==> src/rtl/divmmc_pager.sv <==
// DivMMC-style paging controller: port E3 decode, M1 fetch traps, NMI latch and
// write protection for the 0x0000-0x3FFF window. DIVMMC_PAGER_RDPORT_EN adds a port E3 readback.
module divmmc_pager #(
  parameter int PAGEBITS = 4,
  parameter bit ROM3Q    = 1'b1
) (
  input  logic                clock,
  input  logic                reset,
  input  logic                ce,
  input  logic                enable,
  input  logic                rom3,
  input  logic                nmibtn,
  input  logic                mreq,
  input  logic                iorq,
  input  logic                wr,
  input  logic                m1,
  input  logic [15:0]         a,
  input  logic [7:0]          d,
  output logic                map,
  output logic                ram,
  output logic [PAGEBITS-1:0] page,
  output logic                wp,
  output logic                nmi
`ifdef DIVMMC_PAGER_RDPORT_EN
  ,
  output logic [7:0]          q,
  output logic                qe
`endif
);

  localparam logic [PAGEBITS-1:0] PAGE3 = PAGEBITS'(3);

  logic [7:0] porte3_q, porte3_d;
  logic       automap_q, automap_d;
  logic       pend_q, pend_d;
  logic       nmipend_q, nmipend_d;
  logic       nmibtn_q, nmibtn_d;

  logic fetch, rom_ok, cls_r, cls_x, cls_d, cls_o, port_hit, port_wr;
  logic unused_porte3;

  assign fetch    = !mreq && !m1 && enable;
  assign rom_ok   = ROM3Q ? rom3 : 1'b1;
  assign cls_r    = ((a == 16'h04C6) || (a == 16'h0562)) && rom_ok;
  assign cls_x    = (a[15:8] == 8'h3D) && rom_ok;
  assign cls_d    = (a == 16'h0000) || (a == 16'h0008) || (a == 16'h0038) ||
                    ((a == 16'h0066) && nmipend_q);
  assign cls_o    = (a[15:3] == 13'h03FF);
  assign port_hit = !iorq && (a[7:0] == 8'hE3);
  assign port_wr  = port_hit && !wr;

  // Bits above the page field are held for software but never steer paging.
  assign unused_porte3 = ^porte3_q[5:0];

  always_ff @(posedge clock or negedge reset) begin
    if (!reset) begin
      porte3_q  <= 8'h00;
      automap_q <= 1'b0;
      pend_q    <= 1'b0;
      nmipend_q <= 1'b0;
      nmibtn_q  <= 1'b0;
    end else begin
      porte3_q  <= porte3_d;
      automap_q <= automap_d;
      pend_q    <= pend_d;
      nmipend_q <= nmipend_d;
      nmibtn_q  <= nmibtn_d;
    end
  end

  always_comb begin
    porte3_d  = porte3_q;
    automap_d = automap_q;
    pend_d    = pend_q;
    nmipend_d = nmipend_q;
    nmibtn_d  = nmibtn_q;
    if (ce) begin
      nmibtn_d = nmibtn;
      // MAPRAM can only be set by software; reset is the sole way to clear it.
      if (port_wr)
        porte3_d = {d[7], d[6] | porte3_q[6], d[5:0]};
      if (!enable) begin
        automap_d = 1'b0;
        pend_d    = 1'b0;
      end else if (fetch) begin
        if (cls_d || cls_r) begin
          pend_d = 1'b1;
        end else if (cls_o) begin
          pend_d = 1'b0;
        end else if (cls_x) begin
          automap_d = 1'b1;
          pend_d    = 1'b1;
        end
      end else if (m1) begin
        automap_d = pend_q;
      end
      if (nmibtn && !nmibtn_q)
        nmipend_d = 1'b1;
      else if (fetch && cls_o)
        nmipend_d = 1'b0;
    end
  end

  assign map  = porte3_q[7] | automap_q;
  assign ram  = porte3_q[6];
  assign page = (!a[13] && porte3_q[6]) ? PAGE3 : porte3_q[PAGEBITS-1:0];
  assign nmi  = !(nmipend_q && !map);

  // ROM half is always read-only; with MAPRAM, page 3 is read-only in either half.
  assign wp = map && !wr && !mreq && (a[15:14] == 2'b00) &&
              ((porte3_q[6] && (!a[13] || (porte3_q[PAGEBITS-1:0] == PAGE3))) ||
               (!porte3_q[6] && !a[13]));

`ifdef DIVMMC_PAGER_RDPORT_EN
  always_comb begin
    q  = 8'hFF;
    qe = 1'b0;
    if (port_hit && wr && m1) begin
      q  = porte3_q;
      qe = 1'b1;
    end
  end
`endif

endmodule
==> config.mk <==
export PLATFORM = sky130hd
export DESIGN_NAME = divmmc_pager
export DESIGN_NICKNAME = d
export VERILOG_FILES = /design/src/rtl/divmmc_pager.sv
export SDC_FILE = /design/constraint.sdc
export NUM_CORES = 1
export LEC_CHECK = 0
export CORE_AREA = 2 2 39 41
export DETAILED_ROUTE_END_ITERATION = 16
export DIE_AREA = 0 0 41 43
export DONT_BUFFER_PORTS = 1
export PLACE_DENSITY = 0.7
export SYNTH_ARGS = -nofsm -noshare
export SYNTH_HDL_FRONTEND = slang
export SYNTH_SLANG_ARGS = --single-unit
==> constraint.sdc <==
create_clock -name clock -period 2.3 [get_ports clock]
set_clock_uncertainty 0.2 [all_clocks]
set_input_delay 0.345 -clock clock [delete_from_list [all_inputs] [get_ports clock]]
set_output_delay 0.345 -clock clock [all_outputs]
set_load 0.05 [all_outputs]
# Word-level counts from Yosys, hierarchy flattened
# Cells that the tools add are included.
[word_totals] regBits=12 inputBits=34 output_inout_bits=8 wordCells=75
[classes] eq_ne=15 n_mux=13 bitwise=2 n_reduce_logical=40
[ops] cell="$eq A16 B11 Y1 const B" n=2
[ops] cell="$logic_and A1 B1 Y1" n=17
[ops] cell="$eq A16 B4 Y1 const B" n=1
[ops] cell="$eq A16 B6 Y1 const B" n=1
[ops] cell="$eq A16 B7 Y1 const B" n=1
[ops] cell="$logic_not A16 Y1" n=1
[ops] cell="$eq A13 B10 Y1 const B" n=1
[ops] cell="$mux W1" n=12
[ops] cell="$logic_not A1 Y1" n=9
[ops] cell="$eq A8 B6 Y1 const B" n=1
[ops] cell="$eq A8 B8 Y1 const B" n=1
[ops] cell="$logic_or A1 B1 Y1" n=7
[ops] cell="$ne A3 B3 Y1 const B" n=2
[ops] cell="$reduce_and A5 Y1" n=1
[ops] cell="$eq A4 B2 Y1 const B" n=1
[ops] cell="$mux W4" n=1
[ops] cell="$ne A4 B1 Y1 const B" n=1
[ops] cell="$reduce_and A2 Y1" n=2
[ops] cell="$ne A3 B1 Y1 const B" n=1
[ops] cell="$ne A3 B2 Y1 const B" n=1
[ops] cell="$reduce_and A3 Y1" n=1
[ops] cell="$logic_not A2 Y1" n=1
[ops] cell="$ne A2 B1 Y1 const B" n=1
[ops] cell="$or A1 B1 Y1" n=2
[ops] cell="$reduce_bool A2 Y1" n=1

# Depth between registers and ports, before layout
[logic_depth] depth_word=8 depth_mapped=5 ltp_nobuf=5

# Worst setup path before layout
# OpenSTA, ideal clock, no wires.
[synth_path] path_kind="register to output" startpoint="reg porte3_q[6]" endpoint="out wp" t_arrival_ps=1357 required_ps=1755 path_slack_ps=398 stages_incl_launch_ff=4 n_path_buf=0 cell_sequence="dfrtp_1 > nand4b_1 > o21ai_0 > and3_1"
[synth_between] elab_chain_len=4 word_cells_on_any_way=5 cone_classes="5 x reduce/logical"
[synth_rtl] element="start: declaration" line="33" text="logic [7:0] porte3_q, porte3_d;"
[synth_rtl] element="start signal: assignment" line="63" text="porte3_q <= porte3_d;"
[synth_rtl] element="$logic_not A1 Y1" line="112" text="(!porte3_q[6] && !a[13]));"
[synth_rtl] element="$logic_and A1 B1 Y1" line="112"
[synth_rtl] element="$logic_or A1 B1 Y1 (*)" line="111" text="((porte3_q[6] && (!a[13] || (porte3_q[PAGEBITS-1:0] == PAGE3))) ||"
[synth_rtl] element="$logic_and A1 B1 Y1 (*)" line="110" text="assign wp = map && !wr && !mreq && (a[15:14] == 2'b00) &&"
[synth_rtl] element="end: declaration" line="22" text="output logic wp,"
# Mark *: on every way between the ends. The rest lies on a longest branch, timed or not.

# Worst setup path in the final report
[layout_path] startpoint="reg porte3_q[3]" endpoint="out wp"
[layout_between] elab_chain_len=5
[layout_rtl] element="$eq A4 B2 Y1" line="111"
[layout_rtl] element="$logic_or A1 B1 Y1" line="111"
[layout_rtl] element="$logic_and A1 B1 Y1" line="111"
[layout_rtl] element="$logic_or A1 B1 Y1" line="111"
[layout_rtl] element="$logic_and A1 B1 Y1" line="110"
# No other way between the ends.

==> results by group <==
Power and ir drop
  • VDD IR-drop max: 0.395 mV
  • Logic pwr share: 14.1%
  • Net Sw Power: 103 µW
  • Switching fraction of total power: 25.9%
  • Internal cell power: 296 µW
  • Clk network pwr share: 40.0%
  • Reg power frac: 45.9%
  • Pleak: 0.000334 µW
  • Pwr/cell area: 523 nW/µm²

Timing
  • Setup TNS: 0 ps
  • Final setup fails: 0
  • Worst-Margin Slew: 528 ps
  • RSZ-0062 raised after global routing: no
  • Final Max Slew Viols: 0
  • Hold Fails Final Rpt: 0
  • Slew Limit Headroom: 64.9%
  • Worst setup margin: 457 ps
  • Final Cycle Share: 80.1%
  • FMAX: 0.543 GHz
  • Final min period: 1840 ps

CTS
  • Clock-pin transition on the worst setup and hold timing paths: 70 ps
  • Clock sinks: 10
  • Total CTS buffers: 3
  • Post_cts resized: 0
  • Deepest clock path buffer count: 2
  • CTS tree: yes
  • Clock root buffer: clkbuf_4
  • Htree depth: 1
  • Clock Latency Late Sink: 260 ps

GRT
  • Number of global-route vias before repair: 607
  • Largest net degree at the start of global routing: 11
  • Total GRT Usage: 19.0%
  • GRT Residual Overflow: 0
  • First-pass GRT wire length: 2.26 mm
  • Initial antenna violation count: 0

Place
  • Port Buffer Count: 0
  • Hpwl dp: 1.25 mm
  • Area post-placement: 696 µm²
  • Dpl ws: 536 ps
  • GP Congestion: 0.769

Synthesis
  • Top cell type's share of synthesized area: 37.6%
  • Top post-synthesis cells by count: dfrtp_1 (10), nand2_1 (6), inv_1 (5), mux2_2 (5), nand4_1 (5)
  • Post-synthesis instance total: 73
  • Mapped Nets: 107
  • Primary FF master, synth: dfrtp_1
  • EDFF count, synth: 0
  • Sequential share of the synthesized area: 37.6%
  • Most frequent cell after synthesis: dfrtp_1
  • Yosys top cell by area: dfrtp_1
  • YS warnings: 0
  • Mapped Area: 666 µm²
  • Ys async rst share: 100%
  • Number of synthesized register bits: 10
  • Syn_area_per_cell: 9.12 µm²
  • Distinct cells, synth: 28
  • Area contributors post-synth: dfrtp_1 (38%), mux2_2 (8.5%), nand4_1 (4.7%)

Final layout
  • Design Area, Final: 762 µm²
  • Layout cells sized above 1: 17.3%
  • Layout Nets: 116
  • Synth-to-layout area growth: 14.5%
  • Ant diodes: 0

Floorplanning
  • Die Ht: 43 µm
  • DIE AREA: 1760 µm²
  • Core area: 1380 µm²
  • Starting density of the core: 48.1%
  • I/O pin total: 42
  • Core Rows: 14
  • Die W: 41 µm

Drt
  • 1st-pass router iterations: 4
  • Via count: 617
  • Antenna-violating nets left: 0
  • Via density: 6.36
  • Drc violations: 0
  • WL/cell: 15.5 µm
  • Starting DRT DRC Count: 5
  • Routed wire length: 1.51 mm

Run status
  • Status: finished, final reports clean

Worst hold path
  • Hold WC Path Type: input pin to register

Critical path
  • Max FO, Critical Path: 3
  • Crit path DAT: 1300 ps
  • Setup crit start kind: register
  • Worst Path Required: 1750 ps
  • CP Class: register to primary output
  • Critical Path End Type: primary output

Job
  • Max Cap Viol: 0
cell families after synthesis:
group                  count (synthesis)  synth area share, %
AO/OA/AOI/OAI                         17                 18.0
multiplexers                           5                 8.46
buffers and inverters                  6                 3.57
AND/OR/NAND/NOR                       35                 32.3
flip-flops                            10                 37.6
layer usage:
| metal | part of all wire [%] | vias to the layer above | track usage (%) | wire [µm] |
|---|---|---|---|---|
| li1 | - | 296 | - | - |
| met1 | 39 | 286 | 21.5 | 580 |
| met2 | 49 | 31 | 30.9 | 737 |
| met3 | 11 | 4 | 4.71 | 159 |
| met4 | 1.9 | 0 | 10.0 | 29 |
| met5 | 0 | - | 0 | 0 |
flip-flops by register name, indices dropped and copies added, names as in the netlist:
| name | flops |
|---|---|
| nmibtn_q | 1 |
| porte3_q | 6 |
| nmipend_q | 1 |
| automap_q | 1 |
| pend_q | 1 |
power by group through the flow:
stage               clock (µW)  combinational (µW)  sequential (µW)
finish                     159                56.1              183
global placement             0                47.9              186
CTS                        163                56.6              183
global route               171                60.3              184
floorplan                    0                45.2              187
detailed placement           0                48.7              187
timing repair:
item,4_1_cts,5_1_grt
setup endpoints to repair,0,0
hold buffers,3,0
endpoints found under the hold margin,12,0
buffers inserted,0,0
worst max-delay path: stages (launching register included):
cell and delay (ps):
dfrtp_1 390, nand4b_1 170, o21ai_0 120, and3_1 160, buf_4 190
final timing paths:
kind	from	endpoint	slack, ps	depth (start not counted)
min in group asynchronous	reset	nmipend_q	260	1
min reg2reg	porte3_q[7]	porte3_q[7]	310	1
max	porte3_q[3]	wp	460	4
min	ce	nmibtn_q	6	2
max reg2reg	nmipend_q	pend_q	1020	4
max in group asynchronous	reset	porte3_q[6]	1340	1
final cells by class:
| cell class | count | area, µm² |
|---|---|---|
| Inverter | 5 | 18.8 |
| Timing Repair Buffer | 5 | 45.0 |
| Fill cell | 135 | 622 |
| Clock buffer | 4 | 36.3 |
| Tap cell | 16 | 20.0 |
| Multi-Input combinational cell | 57 | 392 |
| Sequential cell | 10 | 250 |
per-stage QoR:
stage	power, µW	hold WS [ps]	cells	utilization [%]
floorplan	232	-151	73	-
global placement	234	-150	90	50.3
detailed placement	236	-150	90	50.3
CTS	403	0.412	97	55.1
global route	415	13.5	97	55.1
finish	399	6.49	97	55.1
layout by cell type, fill, tap and decap left out, types with 3 or more instances in the layout:
cell           netlist  layout
dfrtp_1             10      10
nand2_1              6       6
inv_1                5       5
nand4_1              5       5
mux2_2               5       5
o21ai_0              4       4
a21oi_1              4       4
nand2b_1             3       3
nor2_1               3       3
nand4b_1             3       3
nor3_1               3       3
clkbuf_4             0       3
dlygate4sd3_1        0       3
Power figures use the tool's default switching activity.
